[config.mk]
export PLATFORM = sky130hd
export DESIGN_NAME = div_iter_unit
export DESIGN_NICKNAME = d
export VERILOG_FILES = /design/src/rtl/div_iter_unit.sv
export SDC_FILE = /design/constraint.sdc
export NUM_CORES = 1
export LEC_CHECK = 0
export ABC_AREA = 1
export BUFFER_PORTS_ARGS = -buffer_cell sky130_fd_sc_hd__buf_4
export CAP_MARGIN = 20
export CORE_MARGIN = 5
export CORE_UTILIZATION = 55
export DETAILED_ROUTE_END_ITERATION = 10
export PLACE_DENSITY = 0.86
export SLEW_MARGIN = 20
export SYNTH_ARGS = -nofsm -noshare
export SYNTH_HDL_FRONTEND = slang
export SYNTH_SLANG_ARGS = --single-unit
export TNS_END_PERCENT = 5
[constraint.sdc]
create_clock -name clk -period 3.29 [get_ports clk]
set_input_delay 0.1645 -clock clk [delete_from_list [all_inputs] [get_ports clk]]
set_output_delay 0.1645 -clock clk [all_outputs]
set_load 0.005 [all_outputs]
[src/rtl/div_iter_unit.sv]
// Iterative radix-2 restoring divider behind a divisor/dividend stream handshake, with cancel.
// Optional build macro DIV_EARLY_OUT_EN: zero divisor or |dividend| < |divisor| finishes one edge after accept.
module div_iter_unit #(
  parameter bit          SIGNED = 1'b1,
  parameter int unsigned WIDTH  = 32
) (
  input  logic               clk,
  input  logic               resetn,
  input  logic [WIDTH-1:0]   s_axis_divisor_tdata,
  input  logic               s_axis_divisor_tvalid,
  output logic               s_axis_divisor_tready,
  input  logic [WIDTH-1:0]   s_axis_dividend_tdata,
  input  logic               s_axis_dividend_tvalid,
  output logic               s_axis_dividend_tready,
  input  logic               cancel,
  output logic [2*WIDTH-1:0] m_axis_dout_tdata,
  output logic               m_axis_dout_tvalid,
  output logic               busy
);

  localparam int unsigned CNT_W = (WIDTH > 2) ? $clog2(WIDTH) : 1;

  typedef enum logic [1:0] {IDLE = 2'd0, CALC = 2'd1, DONE = 2'd2} state_t;

  state_t           state, state_nxt;
  logic [CNT_W-1:0] cnt;
  logic [WIDTH-1:0] rem, dq, dvs, dvd_raw;
  logic             q_neg, r_neg, dvs_zero, early;

  logic             ready, accept, last;
  logic             dvd_neg, dvs_neg, early_out;
  logic [WIDTH-1:0] dvd_abs, dvs_abs;
  logic [WIDTH:0]   shifted, diff, rem_nxt;
  logic             borrow;
  logic [WIDTH-1:0] q_step, rem_w, quo_fix, rem_fix;
  logic [2*WIDTH-1:0] result;

  // Handshake: both operands must be valid in the same cycle while idle
  assign ready  = resetn && (state == IDLE) && !cancel;
  assign accept = ready && s_axis_divisor_tvalid && s_axis_dividend_tvalid;
  assign s_axis_divisor_tready  = ready;
  assign s_axis_dividend_tready = ready;

  assign dvd_neg = SIGNED && s_axis_dividend_tdata[WIDTH-1];
  assign dvs_neg = SIGNED && s_axis_divisor_tdata[WIDTH-1];
  assign dvd_abs = dvd_neg ? (~s_axis_dividend_tdata + WIDTH'(1)) : s_axis_dividend_tdata;
  assign dvs_abs = dvs_neg ? (~s_axis_divisor_tdata + WIDTH'(1)) : s_axis_divisor_tdata;

`ifdef DIV_EARLY_OUT_EN
  assign early_out = (s_axis_divisor_tdata == '0) || (dvd_abs < dvs_abs);
`else
  assign early_out = 1'b0;
`endif

  // One restoring step: shift in next dividend bit, trial-subtract, restore on borrow
  assign shifted         = {rem, dq[WIDTH-1]};
  assign {borrow, diff}  = {1'b0, shifted} - {2'b00, dvs};
  assign rem_nxt         = borrow ? shifted : diff;
  assign rem_w           = WIDTH'(rem_nxt);
  assign q_step          = {dq[WIDTH-2:0], ~borrow};

  assign quo_fix = q_neg ? (~q_step + WIDTH'(1)) : q_step;
  assign rem_fix = r_neg ? (~rem_w + WIDTH'(1)) : rem_w;

  // Zero divisor overrides the arithmetic; early-out means quotient 0, remainder unchanged
  always_comb begin
    result = {quo_fix, rem_fix};
    if (dvs_zero) begin
      result = {{WIDTH{1'b1}}, dvd_raw};
    end else if (early) begin
      result = {{WIDTH{1'b0}}, dvd_raw};
    end
  end

  assign last = early || (cnt == CNT_W'(WIDTH - 1));

  always_ff @(posedge clk or negedge resetn) begin
    if (!resetn) begin
      state <= IDLE;
    end else begin
      state <= state_nxt;
    end
  end

  always_comb begin
    state_nxt = state;
    case (state)
      IDLE:    if (accept) state_nxt = CALC;
      CALC: begin
        if (cancel)    state_nxt = IDLE;
        else if (last) state_nxt = DONE;
      end
      DONE:    state_nxt = IDLE;
      default: state_nxt = IDLE;
    endcase
  end

  always_ff @(posedge clk or negedge resetn) begin
    if (!resetn) begin
      cnt                <= '0;
      rem                <= '0;
      dq                 <= '0;
      dvs                <= '0;
      dvd_raw            <= '0;
      q_neg              <= 1'b0;
      r_neg              <= 1'b0;
      dvs_zero           <= 1'b0;
      early              <= 1'b0;
      m_axis_dout_tdata  <= '0;
      m_axis_dout_tvalid <= 1'b0;
      busy               <= 1'b0;
    end else begin
      m_axis_dout_tvalid <= (state_nxt == DONE);
      busy               <= (state_nxt != IDLE);
      if (accept) begin
        cnt      <= '0;
        rem      <= '0;
        dq       <= dvd_abs;
        dvs      <= dvs_abs;
        dvd_raw  <= s_axis_dividend_tdata;
        q_neg    <= dvd_neg ^ dvs_neg;
        r_neg    <= dvd_neg;
        dvs_zero <= (s_axis_divisor_tdata == '0);
        early    <= early_out;
      end else if (state == CALC) begin
        cnt <= cnt + CNT_W'(1);
        rem <= rem_w;
        dq  <= q_step;
        if (state_nxt == DONE) begin
          m_axis_dout_tdata <= result;
        end
      end
    end
  end

endmodule

# Word level (Yosys, flattened, before mapping)
# Cells that the tools add are included.
# totals
register_bits	204
in_bits	69
output_inout_bits	68
elab_cells	54
# classes
add_sub_neg	6
eq_ne	3
muxes	16
bitwise	7
reduce_logical	10
# op_table
cell	n
$mux W32	9
$add A32 B1 Y32 const B	4
$not A32 Y32	4
$mux W64	1
$sub A33 B32 Y34	1
$logic_not A32 Y1	1
$mux W5	2
$mux W2	3
$add A5 B1 Y5 const B	1
$eq A5 B5 Y1 const B	1
$logic_and A1 B1 Y1	4
$pmux W2 S2	1
$reduce_bool A2 Y1	2
$reduce_and A3 Y1	1
$eq A2 B1 Y1 const B	1
$eq A2 B2 Y1 const B	1
$logic_not A2 Y1	1
$not A1 Y1	2
$logic_not A1 Y1	1
$xor A1 B1 Y1	1

# Logic depth before layout (Yosys ltp)
# logic_depth
depth_word	9
ltp_mapped	27
depth_no_buf	26

# Least setup slack after synthesis
# OpenSTA, ideal clock, no wires.
# synth_timing
path_kind	register to register
startpoint	register rem[18]
endpoint	register m_axis_dout_tdata[60]
setup_time_ns	0.119
arrival_time_ns	3.361
t_required_ns	3.171
slack_ns	-0.190
path_stages_with_launch	23
path_buffers	1
synth_period_minus_slack_ns	3.480
cell_sequence	dfrtp_1 > ha_1 > nand2_2 > inv_2 > a21oi_2 > inv_1 > nand2_1 > nand2_2 > a21oi_4 > nand2_8 > inv_2 > buf_4 > ha_1 > nand4_1 > nor3_1 > nand2_1 > nor2_1 > nand2_1 > o21ai_0 > o21ai_0 > xor2_1 > o22ai_1 > inv_1
# synth_via
elab_chain_cells	6
# synth_lines
item	line_no	text
start, declared	27	logic [WIDTH-1:0] rem, dq, dvs, dvd_raw;
start signal, assigned	127	rem <= rem_w;
$sub A33 B32 Y34	57	assign {borrow, diff} = {1'b0, shifted} - {2'b00, dvs};
$not A1 Y1	60	assign q_step = {dq[WIDTH-2:0], ~borrow};
$not A32 Y32	62	assign quo_fix = q_neg ? (~q_step + WIDTH'(1)) : q_step;
$add A32 B1 Y32	62	
$mux W32	62	
$mux W64	68	if (dvs_zero) begin
end signal, assigned	130	m_axis_dout_tdata <= result;
end, declared	16	output logic [2*WIDTH-1:0] m_axis_dout_tdata,
# Every way passes these cells.
# A chain may end at the register's enable or synchronous reset.

# Worst setup path in the final report
# layout_timing
startpoint	register rem[7]
endpoint	register m_axis_dout_tdata[60]
# The elaborated chain is that of the path after synthesis.

==> out/qor.log <==
qor: yosys.syn-cell-area 0.01390 sq mm
qor: status.failed_checks setup timing
qor: setup_path.worst_path_dominant_cell_family simple AND/OR/NAND/NOR gates
qor: clock_network.clock_insertion_delay_worst_skew 0.55 ns
qor: setup_path.cpMaxStageDelayCell sky130_fd_sc_hd__dfrtp_1
qor: final_layout.drive_above_1_share 0.2064
qor: final_layout.area.growth.synth_to_final 31.27%
qor: yosys.yosysWarnings 0
qor: setup_path.ff2ff_path_depth 23
qor: floorplan.dieArea 0.02856 sq mm
qor: yosys.netlist-cell-type-count 58
qor: clock_network.clk_root_buffer_cell sky130_fd_sc_hd__clkbuf_16
qor: yosys.ys_async_sr_fraction 1.000
qor: setup_path.crit_chain ha_4 -> nand2_2 -> inv_1 -> nand2_1 -> nand2_1 -> inv_2 -> nand3_4 -> nand2_2 -> nand2_2 -> nand2_4 -> nand2_8 -> inv_8 -> ha_4 -> nand4_1 -> nor3_4 -> nand2_2 -> nor2_4 -> nand2_2 -> o21ai_2 -> o21ai_1 -> xor2_1 -> o22ai_1 -> inv_1
qor: clock_network.cts.sinks 203
qor: floorplan.io_pins 137
qor: final_layout.final_nets 2450
qor: yosys.postSynthCellCount 2049
qor: floorplan.placement_rows 58
qor: placement.routabilityCongestion 1.001
qor: sta.setup_viol 11
qor: clock_network.cts_tree yes
qor: sta.finalCriticalPeriod 3.382 ns
qor: sta.max_clock_freq 295.7 MHz
qor: floorplan.core_area 0.02504 sq mm
qor: setup_path.worst_path_most_repeated_cell sky130_fd_sc_hd__nand2_2
qor: grt.vias_in_the_first_global_route 14830
qor: power_and_ir_drop.power_density 988.9 mW/mm^2
qor: grt.grt_max_degree 81
qor: drt.routed_wl 51.74 mm
qor: clock_network.max-clock-path-buffers 3
qor: drt.vias 15760
qor: setup_path.critical_path_buf_inv_count 4
qor: setup_path.worst_ep_required_time 3.73 ns
qor: setup_path.start_kind register
qor: setup_path.critical_path_peak_fanout 4
qor: setup_path.endpoint_kind register
qor: setup_path.timing.critical_path.arrival 3.82 ns
qor: power_and_ir_drop.design_power_total 18.05 mW
qor: setup_path.timing.critical_path.depth 23
qor: drt.detailedRoute.firstIterationViolations 2043
qor: setup_path.slowest_delay 0.46 ns
qor: drt.drtPass1Iterations 6
qor: grt.wire_length_of_the_first_global_routing_pass 79.29 mm
qor: final_layout.end_of_flow_core_utilization 0.7290
qor: sta.grt_setup_unrepaired true
qor: setup_path.timing.setup.critical_path_class register to register
qor: sta.worst-slew-pin-transition 0.7696 ns
qor: sta.max_slew_margin 0.4838
qor: sta.timing.clock.skew 0.02522 ns
qor: placement.preCtsSetupSlack -0.1737 ns
qor: yosys.synth-seq-cells 203
qor: sta.setup_slack -0.09212 ns
qor: drt.post-route-drc-count 0
qor: yosys.syn-mean-instance-area 6.785 sq um
qor: worst_hold_path.timing.hold.worst_path_depth 4
qor: placement.dpl.hpwl 36.79 mm
qor: yosys.synth_seq_area_share 0.3654
qor: yosys.synth_ff_type sky130_fd_sc_hd__dfrtp_1
qor: drt.final_antenna_net_count 0
qor: worst_hold_path.holdCritPathClass primary input to register
qor: sta.whs 0.004431 ns
qor: placement.post_detailed_placement_cell_area 0.01615 sq mm
qor: floorplan.initial_core_utilization 0.5553
qor: yosys.synth-edff-count 0
qor: sta.timing_hold_violations_final 0
qor: final_layout.post-route-cell-area 0.01825 sq mm
qor: sta.share_of_the_clock_period_used_by_the_worst_path_after_layout 1.028
qor: floorplan.die_h 169.0 um
qor: yosys.syn_nets 2157
qor: clock_network.cts_made_buffers 25
qor: drt.wl_per_cell 19.22 um
qor: power_and_ir_drop.worst_ir_drop_on_vdd 569.5 uV
qor: grt.gr-usage-all-layers 0.3448
qor: clock_network.clkSlewWorstSetupHoldPaths 0.07 ns
qor: floorplan.die_x 169.0 um
qor: grt.total_grt_overflow 0
qor: sta.drv_slew 0
qor: drt.viasPerCell 5.855
qor: grt.initial_antenna_violation_count 1
qor: clock_network.cts_htree_levels 1
qor: power_and_ir_drop.leakagePower 9.502 nW
qor: status.status complete, but fails checks
qor: run.maxCapViolations 0
qor: placement.placement.io_buffers 136
==> worst min-delay path: stages <==
cell                       delay [ns]
sky130_fd_sc_hd__buf_4           0.12
sky130_fd_sc_hd__o31ai_1         0.09
sky130_fd_sc_hd__nor2_1          0.09
sky130_fd_sc_hd__a221oi_1        0.05
==> report_power, final <==
part | internal (mW) | switching, mW
Clock | 1.81 | 1.17
Sequential | 2.98 | 0.492
Combinational | 4.52 | 7.08
==> cells by family after synthesis <==
group                    after synthesis  share of synthesized area
flip-flops                           203                     0.3654
AO/OA/AOI/OAI                        371                     0.1545
XOR/XNOR                              54                    0.03402
adder cells (fa/ha/maj)               39                    0.03564
buffers and inverters                371                     0.1033
AND/OR/NAND/NOR                     1011                     0.3071
==> Yosys cell counts, types with 16 or more instances <==
cell type,count,share of area
sky130_fd_sc_hd__o21ai_0,135,0.049
sky130_fd_sc_hd__nand2_2,16,0.0072
sky130_fd_sc_hd__nand3_1,122,0.044
sky130_fd_sc_hd__ha_1,38,0.034
sky130_fd_sc_hd__a21oi_1,96,0.035
sky130_fd_sc_hd__o22ai_1,45,0.020
sky130_fd_sc_hd__a31oi_1,18,0.0081
sky130_fd_sc_hd__xor2_1,43,0.027
sky130_fd_sc_hd__dfrtp_1,203,0.37
sky130_fd_sc_hd__nand2_1,567,0.15
sky130_fd_sc_hd__clkbuf_1,49,0.013
sky130_fd_sc_hd__inv_1,286,0.077
sky130_fd_sc_hd__nor2_1,200,0.054
sky130_fd_sc_hd__nand4_1,18,0.0081
sky130_fd_sc_hd__nor3_1,41,0.015
==> stage by stage <==
| step | cells | setup TNS [ns] |
|---|---|---|
| detailed placement | 2568 | -2.332 |
| global placement | 2568 | -1.068 |
| CTS | 2673 | -0.01230 |
| global route | 2691 | -4.965 |
| floorplan | 2049 | 0 |
| finish | 2692 | -0.5585 |
==> final cells by class <==
cell class,count,area (sq um)
Antenna cell,2,5.005
Clock buffer,34,739.5
Clock inverter,11,151.4
Fill cell,1944,6785
Inverter,300,1134
Multi-Input combinational cell,1475,8004
Sequential cell,203,5080
Tap cell,330,412.9
Timing Repair Buffer,337,2725
==> state kept, by name (all words and copies together), names as in the netlist <==
register,flops
m_axis_dout_tdata,64
dq,32
dvd_raw,32
dvs,32
rem,32
cnt,5
state,2
busy,1
dvs_zero,1
m_axis_dout_tvalid,1
q_neg,1
==> layer usage <==
metal  GRT usage  vias up  wire, um
li1            -     7229         -
met1      0.4929     7402     21240
met2      0.5384      969     23180
met3     0.06002      163      5356
met4      0.1064        0      1965
met5           0        -         0
==> placed cells by master, fill, tap and decap left out, types with 5 or more instances in the layout <==
master | synthesis | layout
sky130_fd_sc_hd__o21ai_1 | 15 | 16
sky130_fd_sc_hd__a221oi_1 | 8 | 8
sky130_fd_sc_hd__nor2_4 | 3 | 10
sky130_fd_sc_hd__o21ai_0 | 135 | 128
sky130_fd_sc_hd__nor2_2 | 11 | 14
sky130_fd_sc_hd__buf_4 | 3 | 274
sky130_fd_sc_hd__xnor2_1 | 11 | 11
sky130_fd_sc_hd__o221ai_1 | 8 | 8
sky130_fd_sc_hd__o22ai_1 | 45 | 45
sky130_fd_sc_hd__nand2_1 | 567 | 536
sky130_fd_sc_hd__ha_4 | 0 | 23
sky130_fd_sc_hd__nand2_2 | 16 | 44
sky130_fd_sc_hd__xor2_1 | 43 | 41
sky130_fd_sc_hd__clkinv_2 | 0 | 5
sky130_fd_sc_hd__nand3_2 | 3 | 7
sky130_fd_sc_hd__ha_1 | 38 | 13
sky130_fd_sc_hd__o211ai_1 | 9 | 9
sky130_fd_sc_hd__dlygate4sd3_1 | 0 | 59
sky130_fd_sc_hd__a21oi_2 | 4 | 9
sky130_fd_sc_hd__nor4_1 | 8 | 8
sky130_fd_sc_hd__dfrtp_1 | 203 | 203
sky130_fd_sc_hd__nor3_1 | 41 | 38
sky130_fd_sc_hd__a21oi_1 | 96 | 90
sky130_fd_sc_hd__nor2_1 | 200 | 190
sky130_fd_sc_hd__inv_2 | 12 | 22
sky130_fd_sc_hd__nand3b_1 | 10 | 10
sky130_fd_sc_hd__inv_1 | 286 | 275
sky130_fd_sc_hd__nand3_1 | 122 | 115
sky130_fd_sc_hd__o21ai_2 | 5 | 9
sky130_fd_sc_hd__a31oi_1 | 18 | 18
sky130_fd_sc_hd__clkbuf_8 | 0 | 9
sky130_fd_sc_hd__nand4_1 | 18 | 18
sky130_fd_sc_hd__clkbuf_16 | 0 | 26
sky130_fd_sc_hd__o31ai_1 | 5 | 5
==> path summary, 6_finish.rpt <==
path	slack [ns]	from	end
min in group asynchronous	0.13	resetn	m_axis_dout_tvalid$_DFF_PN0_
setup reg to reg	-0.09	rem[7]$_DFFE_PN0P_	m_axis_dout_tdata[60]$_DFFE_PN0P_
max in group asynchronous	2.10	resetn	dq[23]$_DFFE_PN0P_
setup / recovery	-0.09	rem[7]$_DFFE_PN0P_	m_axis_dout_tdata[60]$_DFFE_PN0P_
hold / removal	0.004	s_axis_dividend_tdata[10]	dq[11]$_DFFE_PN0P_
hold reg to reg	0.48	m_axis_dout_tdata[23]$_DFFE_PN0P_	m_axis_dout_tdata[23]$_DFFE_PN0P_
==> repair_timing <==
item / 4_1_cts / 5_1_grt
hold buffers: 59 / 0
hold endpoints to repair: 113 / 0
buffers inserted: 1 / 16
pin swaps: 4 / 29
cloned: 0 / 1
resized for setup: 9 / 104
endpoints found under the setup margin: 30 / 41
Power figures use the tool's default switching activity.
